===== config.mk =====
export PLATFORM = sky130hd
export DESIGN_NAME = exposure_readout_ctrl
export DESIGN_NICKNAME = d
export VERILOG_FILES = /design/src/rtl/exposure_readout_ctrl.sv
export SDC_FILE = /design/constraint.sdc
export NUM_CORES = 1
export LEC_CHECK = 0
export CORE_MARGIN = 8
export CORE_UTILIZATION = 49
export CTS_CLUSTER_SIZE = 20
export DETAILED_ROUTE_END_ITERATION = 16
export GPL_TIMING_DRIVEN = 0
export PLACE_DENSITY = 0.76
export SYNTH_ARGS = -nofsm -noshare
export SYNTH_HDL_FRONTEND = slang
export SYNTH_SLANG_ARGS = --single-unit

===== constraint.sdc =====
create_clock -name clk -period 2.12 [get_ports clk]
set_clock_uncertainty 0.1 [all_clocks]
set_input_delay 0.424 -clock clk [delete_from_list [all_inputs] [get_ports clk]]
set_output_delay 0.424 -clock clk [all_outputs]
set_load 0.005 [all_outputs]

===== src/rtl/exposure_readout_ctrl.sv =====
// Exposure and row-readout sequencer for the pixel array: erase, expose for a
// programmable time, then read NUM_ROWS rows with a settle/convert/hold cadence.
module exposure_readout_ctrl #(
  parameter int NUM_ROWS      = 2,
  parameter int EXP_W         = 5,
  parameter int SETTLE_CYCLES = 1,
  parameter int ADC_CYCLES    = 2,
  localparam int ROW_W        = (NUM_ROWS > 1) ? $clog2(NUM_ROWS) : 1
) (
  input  logic                clk,
  input  logic                reset,
  input  logic                init,
  input  logic                abort,
  input  logic [EXP_W-1:0]    exp_time,
  output logic                erase,
  output logic                expose,
  output logic                start,
  output logic [NUM_ROWS-1:0] nre,
  output logic                adc,
  output logic [ROW_W-1:0]    row_idx,
  output logic                busy,
  output logic                done
);

  localparam int PH_MAX = (SETTLE_CYCLES > ADC_CYCLES) ? SETTLE_CYCLES : ADC_CYCLES;
  localparam int PH_W   = (PH_MAX > 1) ? $clog2(PH_MAX) : 1;

  typedef enum logic [2:0] {
    S_IDLE,
    S_EXPOSE,
    S_RD_SETTLE,
    S_RD_CONV,
    S_RD_HOLD,
    S_DONE
  } state_t;

  state_t             state_q, state_d;
  logic [EXP_W-1:0]   exp_cnt_q, exp_cnt_d;
  logic [PH_W-1:0]    phase_q, phase_d;
  logic [ROW_W-1:0]   row_q, row_d;

  logic                erase_d, expose_d, start_d, adc_d, busy_d, done_d, read_d;
  logic [NUM_ROWS-1:0] nre_d;
  logic [ROW_W-1:0]    row_idx_d;

  // NOTE: every always_comb output gets a default before any branch, so no
  // path leaves a signal unassigned and no latch is inferred.
  always_comb begin
    state_d   = state_q;
    exp_cnt_d = exp_cnt_q;
    phase_d   = phase_q;
    row_d     = row_q;

    unique case (state_q)
      S_IDLE: begin
        if (init) begin
          state_d   = S_EXPOSE;
          exp_cnt_d = (exp_time == '0) ? EXP_W'(1) : exp_time;
        end
      end
      S_EXPOSE: begin
        if (exp_cnt_q == EXP_W'(1)) begin
          state_d = S_RD_SETTLE;
          row_d   = '0;
          phase_d = '0;
        end else begin
          exp_cnt_d = exp_cnt_q - EXP_W'(1);
        end
      end
      S_RD_SETTLE: begin
        if (phase_q == PH_W'(SETTLE_CYCLES - 1)) begin
          state_d = S_RD_CONV;
          phase_d = '0;
        end else begin
          phase_d = phase_q + PH_W'(1);
        end
      end
      S_RD_CONV: begin
        if (phase_q == PH_W'(ADC_CYCLES - 1)) begin
          state_d = S_RD_HOLD;
          phase_d = '0;
        end else begin
          phase_d = phase_q + PH_W'(1);
        end
      end
      S_RD_HOLD: begin
        // Terminal compare rather than wrap keeps non-power-of-two row counts safe.
        if (row_q == ROW_W'(NUM_ROWS - 1)) begin
          state_d = S_DONE;
          row_d   = '0;
        end else begin
          state_d = S_RD_SETTLE;
          row_d   = row_q + ROW_W'(1);
        end
      end
      S_DONE:  state_d = S_IDLE;
      default: state_d = S_IDLE;
    endcase

    if (abort && (state_q != S_IDLE)) begin
      state_d   = S_IDLE;
      exp_cnt_d = '0;
      phase_d   = '0;
      row_d     = '0;
    end

    // Outputs are decoded from the next state and registered alongside it.
    read_d    = (state_d == S_RD_SETTLE) || (state_d == S_RD_CONV) || (state_d == S_RD_HOLD);
    erase_d   = (state_d == S_IDLE);
    expose_d  = (state_d == S_EXPOSE);
    start_d   = (state_d == S_EXPOSE) && (state_q == S_IDLE);
    adc_d     = (state_d == S_RD_CONV);
    busy_d    = (state_d != S_IDLE);
    done_d    = (state_d == S_DONE);
    row_idx_d = read_d ? row_d : '0;
    for (int i = 0; i < NUM_ROWS; i++) begin
      nre_d[i] = !(read_d && (row_d == ROW_W'(i)));
    end
  end

  // NOTE: sequential state uses non-blocking assignments so every register
  // samples pre-edge values regardless of statement order.
  always_ff @(posedge clk) begin
    if (reset) begin
      state_q   <= S_IDLE;
      exp_cnt_q <= '0;
      phase_q   <= '0;
      row_q     <= '0;
      erase     <= 1'b1;
      expose    <= 1'b0;
      start     <= 1'b0;
      nre       <= '1;
      adc       <= 1'b0;
      row_idx   <= '0;
      busy      <= 1'b0;
      done      <= 1'b0;
    end else begin
      state_q   <= state_d;
      exp_cnt_q <= exp_cnt_d;
      phase_q   <= phase_d;
      row_q     <= row_d;
      erase     <= erase_d;
      expose    <= expose_d;
      start     <= start_d;
      nre       <= nre_d;
      adc       <= adc_d;
      row_idx   <= row_idx_d;
      busy      <= busy_d;
      done      <= done_d;
    end
  end

endmodule


==> results.tsv <==
stage	metric	value	unit
outcome	run status	completed	
worst_setup_path	Worst EP arrival	2.14	ns
synthesis	portion of the post-synthesis area used by sequential elements	41.76	%
power_and_ir_drop	Cell Pwr Density	647.5	mW/mm²
global_route	global-route met1 utilization	16.07	%
floorplanning	initial core utilization	52.19	%
worst_setup_path	cell count of the worst reg-to-reg path	5	
timing	number of max-slew violations in the final report	0	
synthesis	Netlist Area Pre-Place	910.9	µm²
clock_tree	sink count of the clock tree	19	
placement	GPL Wtd Cong	0.8979	
clock_tree	clock-pin slew of the registers on the worst-case setup and hold paths	0.10	ns
cells_and_area	layout cell share with drive strength beyond 1	13.28	%
global_route	global-route met2 utilization	18.54	%
timing	minimum clock period	2.065	ns
global_route	global routing met3 resource utilization	4.121	%
floorplanning	overall die area	0.003495	mm²
global_route	global-route congestion overflow total	0	
power_and_ir_drop	leak pwr	0.4353	nW
routing	average wire per standard cell	13.57	µm
timing	crit share post-route	97.39	%
worst_setup_path	crit path max fanout	10	
routing	number of remaining DRC errors	0	
routing	violation count after the first detailed-route iteration	25	
synthesis	largest cells by area after synthesis	dfxtp_1 (42%), a21oi_1 (5.5%), or3_1 (4.1%)	
placement	HPWL Detailed	1549	µm
worst_setup_path	CP Capture Type	flip-flop	
clock_tree	Root Buffer Master	clkbuf_4	
clock_tree	H-tree depth	1	
worst_hold_path	Min-Delay Startpoint	exp_cnt_q[1]$_SDFFE_PP0P_	
cells_and_area	fill count	144	
clock_tree	number of clock buffers inserted by TritonCTS	3	
synthesis	post-synthesis net count	116	
timing	FMAX	484.3	MHz
placement	Setup Slack @ Placement	-0.2783	ns
worst_setup_path	r2r endpoint	busy$_SDFF_PP0_	
synthesis	Post-synth EDFFs	0	
synthesis	primary flip-flop cell chosen by synthesis mapping	dfxtp_1	
cells_and_area	fin nets	140	
global_route	total global-route track usage	12.25	%
cells_and_area	layout overhead on the synthesized area	31.18	%
timing	Worst-Margin Slew	0.5756	ns
synthesis	warnings from Yosys	0	
timing	Setup violations, final	0	
global_route	number of antenna violations at the first check in global routing	0	
routing	vias per cell	5.588	
worst_hold_path	class of the most critical hold timing path	flip-flop to flip-flop	
worst_hold_path	Worst Hold Depth	2	
worst_setup_path	Setup Crit Path Kind	flip-flop to flip-flop	
synthesis	mean post-synth cell area	8.675	µm²
routing	number of vias in the routed layout	855	
global_route	via count of the first global-routing pass	778	
clock_tree	TritonCTS clock tree	done	
worst_setup_path	flop-to-flop setup slack	0.06	ns
clock_tree	clk_lat worst skew	0.29	ns
timing	Setup TNS	0	ns
synthesis	FFs w/ async S/R, synth	0	%
floorplanning	I/O pin count	18	
cells_and_area	number of inserted diodes	0	
placement	Port Buffer Count	17	
floorplanning	Core Footprint	0.001745	mm²
global_route	first-pass GRT wire length	3360	µm
timing	max-slew headroom at the worst pin	61.46	%
worst_setup_path	required time reported for the critical path endpoint	2.20	ns
global_route	largest net degree at the start of global routing	11	
power_and_ir_drop	largest vdd supply drop	0.3967	mV
routing	Pre-Repair DR Iteration Count	6	
synthesis	cells after synthesis	105	
floorplanning	Die X-Extent	59.12	µm
timing	Fin. Hold Viols	0	
floorplanning	site row count	15	
worst_hold_path	endpoint of the worst hold-timing path	exp_cnt_q[1]$_SDFFE_PP0P_	
synthesis	area share of the leading cell type in the synthesized netlist	41.76	%
clock_tree	maximum buffer depth of the clock tree	2	
routing	drt total wl	2076	µm
routing	number of nets with antenna violations after routing	0	
timing	final worst-path setup slack	0.05531	ns
run	number of max-capacitance violations reported	0	
floorplanning	Die Span Y	59.12	µm
worst_setup_path	CP startpoint kind	flip-flop	
synthesis	count of unique library cells instantiated by Yosys	36	
timing	final worst hold slack	0.3795	ns
global_route	most crowded layer after global routing	met2	
worst_setup_path	launch point of the worst reg-to-reg path	state_q[0]$_SDFF_PP0_	
synthesis	cell type contributing the most total cell area after synthesis	dfxtp_1	
synthesis	post-synthesis register bit count	19	
cell families (layout without fill, tap and decap cells):
group,count (synthesis),in the layout,synth area share (%)
adders and majority gates,2,2,2.747
buffers and inverters,8,31,3.709
AOI/OAI and AO/OA,30,30,22.12
and+or+nand+nor,46,46,29.67
DFF,19,19,41.76
worst max-delay path, stage by stage, from the launching register on:
cell and delay, ns:
dfxtp_1 0.41, buf_1 0.33, nand2_1 0.10, a222oi_1 0.52, nor3_1 0.18, or3_1 0.33
flip-flops by register name, summed over array words and instances (netlist names):
signal	cells
erase	1
row_q	1
state_q	3
exp_cnt_q	5
phase_q	1
nre	2
done	1
expose	1
row_idx	1
busy	1
start	1
adc	1
worst max path at each step:
stage / slack [ns] / start / to / cells past startpoint
after global routing: -0.003 / exp_cnt_q[1]$_SDFFE_PP0P_ / busy$_SDFF_PP0_ / 6
after global placement: -0.26 / init / exp_cnt_q[2]$_SDFFE_PP0P_ / 5
final: 0.06 / state_q[0]$_SDFF_PP0_ / busy$_SDFF_PP0_ / 5
after floorplan: 0.20 / exp_cnt_q[1]$_SDFFE_PP0P_ / busy$_SDFF_PP0_ / 6
after detailed placement: -0.28 / init / exp_cnt_q[2]$_SDFFE_PP0P_ / 5
after CTS: 0.001 / exp_cnt_q[1]$_SDFFE_PP0P_ / busy$_SDFF_PP0_ / 6
Yosys cell counts (3+ instances only):
master	count
or3_1	6
nor2_1	4
dfxtp_1	19
inv_1	3
a21oi_1	10
a31oi_1	3
buf_2	3
nand2b_1	3
o21ai_0	5
nand3_1	4
nand2_1	9
nor3_1	4
nor2b_1	3
report_power, final:
group	internal, W	leakage, nW	switching [W]
logic	0.0000975	0.265	0.0000976
clock network	0.0000731	0.0150	0.000104
registers	0.000382	0.155	0.0000196
per-layer routing:
metal / vias up / wire length, µm
li1: 438 / -
met1: 385 / 986
met2: 30 / 912
met3: 2 / 163
met4: 0 / 14
met5: - / 0
area by class of cell:
| class | instances | area, µm² | share of cell area [%] |
|---|---|---|---|
| plain buffers | 5 | 22.52 | 1.885 |
| inverters | 3 | 11.26 | 0.9424 |
| clock buffers | 4 | 26.28 | 2.199 |
| multi-input cells | 78 | 538.0 | 45.03 |
| well taps | 25 | 31.28 | 2.618 |
| flip-flops and latches | 19 | 380.4 | 31.83 |
| repair buffers | 19 | 185.2 | 15.50 |
metrics by stage:
stage / cells / utilization [%] / cell area, µm² / total power (W)
2_1_floorplan: 105 / - / 910.9 / 0.0005126
3_3_place_gp: 147 / 63.73 / 1112 / 0.0005756
3_5_place_dp: 147 / 63.73 / 1112 / 0.0005785
4_1_cts: 151 / 65.66 / 1146 / 0.0007586
5_1_grt: 153 / 68.46 / 1195 / 0.0008227
6_report: 153 / 68.46 / 1195 / 0.0007737
layout by cell type, fill, tap and decap left out, types with 2 or more instances in the layout:
cell type | synthesis | final
clkdlybuf4s50_1 | 0 | 17
o21ai_0 | 5 | 4
o211ai_1 | 2 | 2
nor2_1 | 4 | 4
nand2b_1 | 3 | 3
nor4b_2 | 0 | 2
clkbuf_4 | 0 | 3
a32o_1 | 2 | 2
buf_2 | 3 | 3
or3_1 | 6 | 6
a21oi_1 | 10 | 10
inv_1 | 3 | 3
and2_1 | 2 | 2
nand3_1 | 4 | 4
clkbuf_1 | 2 | 2
a31oi_1 | 3 | 3
dfxtp_1 | 19 | 19
nor3_1 | 4 | 4
buf_4 | 0 | 2
nand2_1 | 9 | 9
nor2b_1 | 3 | 3
what timing repair did:
action	CTS	global route
pin swaps	0	2
hold buffers	0	0
gates resized for setup	1	8
buffers inserted	0	2
gates cloned	0	0
endpoints found under the setup margin	1	10
(Power assumes the default switching activity.)
